## src/rtl/led_pulse_stretcher.sv

```systemverilog
// led_pulse_stretcher
//   Turns 1-cycle event strobes into human-visible LED blinks. Each event
//   yields one ON_CYC-cycle lit phase followed by an OFF_CYC-cycle forced dark
//   gap, so back-to-back events remain distinguishable. Events that arrive
//   while a blink is in progress are queued in a saturating counter.
// Ports
//   clk       system clock
//   reset     synchronous, active-high
//   pulse_in  event strobe, one cycle per event
//   ovf_clr   clears the sticky overflow flag
//   led_out   registered LED drive, 1 = lit
//   busy      registered, 1 whenever the FSM is not IDLE
//   pending   registered count of queued blinks not yet started
//   overflow  registered sticky flag: an event was dropped at saturation
module led_pulse_stretcher #(
  parameter int CYCLES_PER_MS = 50_000,
  parameter int ON_TIME_MS    = 100,
  parameter int OFF_TIME_MS   = 100,
  parameter int PEND_BITS     = 4
) (
  input  logic                 clk,
  input  logic                 reset,
  input  logic                 pulse_in,
  input  logic                 ovf_clr,
  output logic                 led_out,
  output logic                 busy,
  output logic [PEND_BITS-1:0] pending,
  output logic                 overflow
);

  localparam int ON_CYC  = ON_TIME_MS * CYCLES_PER_MS;
  localparam int OFF_CYC = OFF_TIME_MS * CYCLES_PER_MS;
  localparam int MAX_CYC = (ON_CYC > OFF_CYC) ? ON_CYC : OFF_CYC;
  // A single-cycle phase would give a zero-width timer; keep at least one bit.
  localparam int TW      = (MAX_CYC > 1) ? $clog2(MAX_CYC) : 1;

  localparam logic [TW-1:0]        ON_LOAD  = TW'(ON_CYC - 1);
  localparam logic [TW-1:0]        OFF_LOAD = TW'(OFF_CYC - 1);
  localparam logic [PEND_BITS-1:0] PEND_MAX = '1;

  generate
    if (ON_TIME_MS < 1)  begin : g_bad_on
      $error("led_pulse_stretcher: ON_TIME_MS must be >= 1");
    end
    if (OFF_TIME_MS < 1) begin : g_bad_off
      $error("led_pulse_stretcher: OFF_TIME_MS must be >= 1");
    end
  endgenerate

  typedef enum logic [1:0] {
    IDLE = 2'd0,
    ON   = 2'd1,
    GAP  = 2'd2
  } state_t;

  state_t        state, state_nx;
  logic [TW-1:0] timer, timer_nx;
  logic          pend_inc, pend_dec;
  logic          led_nx, busy_nx;

  // State register plus all registered outputs.
  always_ff @(posedge clk) begin
    if (reset) begin
      state    <= IDLE;
      timer    <= '0;
      led_out  <= 1'b0;
      busy     <= 1'b0;
      pending  <= '0;
      overflow <= 1'b0;
    end else begin
      state   <= state_nx;
      timer   <= timer_nx;
      led_out <= led_nx;
      busy    <= busy_nx;

      // Simultaneous increment and decrement cancel out.
      case ({pend_inc, pend_dec})
        2'b10:   if (pending != PEND_MAX) pending <= pending + 1'b1;
        2'b01:   pending <= pending - 1'b1;
        default: ;
      endcase

      // Set has priority over clear when both land in the same cycle.
      if (pend_inc && !pend_dec && pending == PEND_MAX) overflow <= 1'b1;
      else if (ovf_clr)                                  overflow <= 1'b0;
    end
  end

  // Next-state, timer and queue control.
  always_comb begin
    state_nx = state;
    timer_nx = timer;
    pend_inc = 1'b0;
    pend_dec = 1'b0;
    case (state)
      IDLE: begin
        if (pulse_in) begin
          state_nx = ON;
          timer_nx = ON_LOAD;
        end
      end
      ON: begin
        pend_inc = pulse_in;
        if (timer == '0) begin
          state_nx = GAP;
          timer_nx = OFF_LOAD;
        end else begin
          timer_nx = timer - TW'(1);
        end
      end
      GAP: begin
        if (timer == '0) begin
          // Last dark cycle: a queued event takes precedence; otherwise a
          // fresh strobe is consumed directly without touching the queue.
          if (pending != '0) begin
            pend_dec = 1'b1;
            pend_inc = pulse_in;
            state_nx = ON;
            timer_nx = ON_LOAD;
          end else if (pulse_in) begin
            state_nx = ON;
            timer_nx = ON_LOAD;
          end else begin
            state_nx = IDLE;
          end
        end else begin
          pend_inc = pulse_in;
          timer_nx = timer - TW'(1);
        end
      end
      default: begin
        state_nx = IDLE;
        timer_nx = '0;
      end
    endcase
  end

  // Output decode on the next state so the registered outputs line up with
  // the state they describe.
  always_comb begin
    led_nx  = (state_nx == ON);
    busy_nx = (state_nx != IDLE);
  end

endmodule

```

## config.mk

```make
export PLATFORM = sky130hd
export DESIGN_NAME = led_pulse_stretcher
export DESIGN_NICKNAME = d
export VERILOG_FILES = /design/src/rtl/led_pulse_stretcher.sv
export SDC_FILE = /design/constraint.sdc
export NUM_CORES = 1
export LEC_CHECK = 0
export ABC_AREA = 1
export ABC_CLOCK_PERIOD_IN_PS = 4690
export CAP_MARGIN = 40
export CORE_UTILIZATION = 48
export CTS_BUF_LIST = sky130_fd_sc_hd__clkbuf_2 sky130_fd_sc_hd__clkbuf_4 sky130_fd_sc_hd__clkbuf_8
export CTS_CLUSTER_SIZE = 24
export DETAILED_ROUTE_END_ITERATION = 10
export GPL_ROUTABILITY_DRIVEN = 0
export HOLD_SLACK_MARGIN = 0.06
export PLACE_DENSITY = 0.66
export SKIP_CTS_REPAIR_TIMING = 1
export SYNTH_ARGS = -nofsm -noshare
export SYNTH_HDL_FRONTEND = slang
export SYNTH_SLANG_ARGS = --single-unit
```

## constraint.sdc

```tcl
create_clock -name clk -period 4.69 [get_ports clk]
set_input_delay 1.1725 -clock clk [delete_from_list [all_inputs] [get_ports clk]]
set_output_delay 1.1725 -clock clk [all_outputs]
set_load 0.005 [all_outputs]
```

# Word level (Yosys, flattened, before mapping)
# Cells that the tools add are included.
# op_classes
add_sub_neg	3
n_eq_ne	8
muxes	21
reduce_logical	10
# op_table
cell	n
$mux 23	4
$pmux 23 s3	1
$logic_not 23->1	1
$sub 23x1->23 const B	1
$mux 1	9
$pmux 4 s2	1
$eq 2x1->1 const B	3
$mux 2	3
$pmux 2 s3	1
$reduce_bool 2->1	3
$add 4x1->4 const B	1
$eq 2x2->1 const B	2
$eq 4x4->1 const B	1
$mux 4	1
$ne 4x4->1 const B	1
$reduce_bool 4->1	1
$sub 4x1->4 const B	1
$logic_and 1x1->1	2
$logic_not 2->1	1
$ne 2x2->1 const B	1
$pmux 1 s2	1
$reduce_and 2->1	1
$logic_not 1->1	1
# totals
regBits	32
inputBits	4
output_inout_bits	7
elab_cells	48

# Longest topological paths before layout
# logic_depth
word_depth	8
mapped_depth	19
depth_no_buf	19

# Worst setup path after synthesis
# OpenSTA, ideal clock, no wires.
# synth_timing
path_type	input port to flip-flop
from	in pulse_in
to	reg pending[3]
setup_ns	0.115
arrival_ns	2.439
t_required_ns	4.575
setup_slack_ns	2.136
cell_stages	13
n_path_buf	0
cell_sequence	nand2_1 -> nand2_2 -> inv_1 -> ha_1 -> nand2_1 -> nand2_1 -> a31o_2 -> inv_1 -> nand2_1 -> nand2_1 -> clkinv_1 -> a21oi_1 -> nor2_1
# synth_via
elab_chain_cells	6
word_cells_on_any_way	9
classes_between	3 x eq/ne; 4 x mux; 2 x reduce/logical
# synth_lines
element	line	text
from (decl)	23	input logic pulse_in,
$mux 1	115	if (pending != '0) begin
$mux 1	112	if (timer == '0) begin
$pmux 1 s2 *	95	case (state)
$eq 2x2->1 / $eq 2x1->1 (equally long branches)	77	case ({pend_inc, pend_dec})
$ne 2x2->1 (no line) / $reduce_bool 2->1 (equally long branches)	n/a	
$reduce_and 2->1 (no line)	n/a	
to (signal assigned)	78	2'b10: if (pending != PEND_MAX) pending <= pending + 1'b1;
to (signal assigned)	79	2'b01: pending <= pending - 1'b1;
to (decl)	27	output logic [PEND_BITS-1:0] pending,
# Every way passes the cells marked *; elsewhere a longest branch is shown, timed or not.
# A chain may end at the register's enable or synchronous reset.

# Worst setup path in the final report
# Same ends and word-level chain as after synthesis.

==> results.toml <==
[sta]
rsz0062_at_grt = "no"
fin_crit_ns = 3.132
finalHoldViolCount = 0
fmax_mhz = 319.3
relSlewSlack_pct = 51.92
setup_viol_count_final = 0
fin_tns_setup_ns = 0
clock_skew_ns = 0.007674
tightest_slew_ns = 0.7205
report.final.slew_viol_count = 0
min_period_over_period_pct = 66.77

[floorplanning]
die_y_um = 67.68
num_rows = 23
initial_core_util_pct = 51.03
ioPinCount = 11
die_x_um = 67.68
design.die.area_um2 = 4581
placeableCoreArea_um2 = 4058

[synth]
synth-compound-area-share_pct = 16.37
syn_area_per_cell_um2 = 6.880
yosys.area_share.adder_pct = 5.196
yosysSeqAreaShare_pct = 30.94
synth_warnings = 0
netlist_instances = 301
yosys-mux-area-fraction_pct = 0
synth_edf_count = 0
synth_fp_nets = 313
synthSimpleGateAreaFrac_pct = 35.53
yosysTopAreaCell = "dfxtp_1"
synth_top_family_by_area = "simple AND/OR/NAND/NOR gates"
async_flop_share_pct = 0
yosys.area_share.xor_xnor_pct = 3.807
synth_top_area_share_pct = 30.94
syn_area_um2 = 2071
yosys_register_bits = 32
synth_cell_type_count = 37
synth_flop_cell = "dfxtp_1"
synth.area.top_cells = "dfxtp_1 (31%), nor2_1 (9.1%), nand2_1 (8.5%)"

[power]
p_per_area_nw_per_um2 = 321.0
internal_power_uw = 480.0
p_seq_share_pct = 42.5
p_leak_nw = 1.003
p_switching_uw = 260.8
peakVddDrop_mv = 0.2537
swShare_pct = 35.20
p_clk_share_pct = 30.2
p_comb_share_pct = 27.3

[layout]
drive_gt1_share_pct = 11.43
area_growth_pct = 11.42
fin_area_um2 = 2307
fill_cells = 399
final_nets = 326
multiInputGateArea_um2 = 1261
antenna_cells = 0
seq_area_um2 = 640.6

[clock_network]
clock_tree.buffer_depth = 2
cts_max_level = 2
cts.sinks = 32
clockRootBuffer = "clkbuf_8"
clk-insertion-delay-late_ns = 0.28
cts_tree = "yes"
cts_buffers = 5
path_clk_slew_ns = 0.07

[run_status]
status = "complete, no violations"

[setup_path]
crit_path_max_fanout = 16
path_common_cell = "nand2_1"
slowest_stage = "clkdlybuf4s50_1"
worstPathCellList = "clkdlybuf4s50_1, buf_4, nand2_1, nand2_2, inv_1, ha_1, nand2_1, nand2_1, a31o_2, inv_1, nand2_1, nand2_1, clkinv_1, a21oi_1, nor2_1"
critPathKind = "input port to flop"
arrival_ns = 3.31
cp.required_ns = 4.87
crit_path_start_kind = "input port"
end_kind = "flop"
ff2ff_path_depth = 18
critical-path-max-stage-delay_ns = 0.45

[placement]
dp_hpwl_um = 3525
port_buffers = 10
dpl_cell_area_um2 = 2215

[detailed_routing]
num_vias = 1952
wl_met2_um = 2091
vias_per_cell = 5.348
drtIter0Drc = 157
wl_per_cell_um = 13.41
wl_met1_um = 2516
dr_wl_met3_um = 229
ant_nets = 0
drc = 0
top_layer = "met4"
routed_wl_um = 4895
first_pass_iters = 4

[grt]
grt_start_max_net_pins = 21
grt_pass1_vias = 1832
overflow = 0
grt_pass1_wl_um = 8418
track_usage_pct = 24.54
antenna_found_initial = 0

[hold_path]
hold_path.class = "flop to flop"
hold_depth = 2

[run]
cap_violations = 0
==> layout by cell type, fill, tap and decap left out, drive strengths merged, types with 4 or more instances in the layout <==
master	count
ha	7
nand2	54
nand3	17
inv	36
xor2	7
nor3	5
nand4	7
clkdlybuf4s50	10
nor2	58
clkbuf	6
a21oi	25
dfxtp	32
clkinv	4
a31oi	4
o21ai	27
==> layout make-up <==
class	instances	area share [%]
clock buffer	6	3.579
clock inverter	2	0.4338
inverter	38	6.182
multi-input combinational	226	54.66
sequential	32	27.77
tap	50	2.712
timing repair buffer	11	4.664
==> sequential cells by signal (all words and copies together), names as in the netlist <==
register  cells
pending       4
busy          1
state         2
timer        23
overflow      1
led_out       1
==> final timing paths <==
path                               start    endpoint  slack, ns
worst max-delay path            pulse_in  pending[3]       1.56
worst min-delay path            overflow    overflow       0.47
worst max register to register  timer[0]  pending[3]       1.91
worst min register to register  overflow    overflow       0.47
==> worst max-delay path, delay by kind of cell <==
family / cells / cell delay, ns
buffers and inverters: 5 / 0.86
AND/OR/NAND/NOR: 7 / 0.59
AO/OA/AOI/OAI: 2 / 0.38
adder cells (fa/ha/maj): 1 / 0.32
==> cell families (layout without fill, tap and decap cells) <==
family                   after synthesis  after routing
AND/OR/NAND/NOR                      147            147
AO/OA/AOI/OAI                         62             62
buffers and inverters                 43             57
flip-flops                            32             32
XOR/XNOR                               9              9
adder cells (fa/ha/maj)                8              8
==> power by group through the flow <==
stage	clock network (mW)	logic, mW	registers, mW
after global routing	0.240	0.227	0.317
after detailed placement	0	0.199	0.320
final	0.224	0.202	0.315
after CTS	0.227	0.201	0.314
after global placement	0	0.199	0.320
after floorplan	0	0.157	0.315
==> per-stage QoR <==
step	instances	hold slack [ns]	utilization, %	power [mW]	setup WS (ns)
global route	365	0.5168	56.86	0.7844	1.391
detailed placement	357	0.4565	54.58	0.5190	1.284
finish	365	0.4668	56.86	0.7407	1.558
CTS	365	0.4673	56.86	0.7414	1.581
global placement	357	0.4593	54.58	0.5186	1.391
floorplan	301	0.4536	-	0.4720	2.136
==> Yosys cell counts (all sizes together), types with 3 or more instances <==
master / n
nor2: 58
nand2: 54
inv: 36
dfxtp: 32
o21ai: 27
a21oi: 25
nand3: 17
ha: 7
nand4: 7
xor2: 7
nor3: 5
a31oi: 4
clkbuf: 4
nor4: 3
==> layer usage <==
metal	GRT usage [%]	vias up
li1	-	1013
met2	37.62	37
met5	0	-
met3	4.561	6
met4	6.383	0
met1	34.76	896
(Power assumes the default switching activity.)
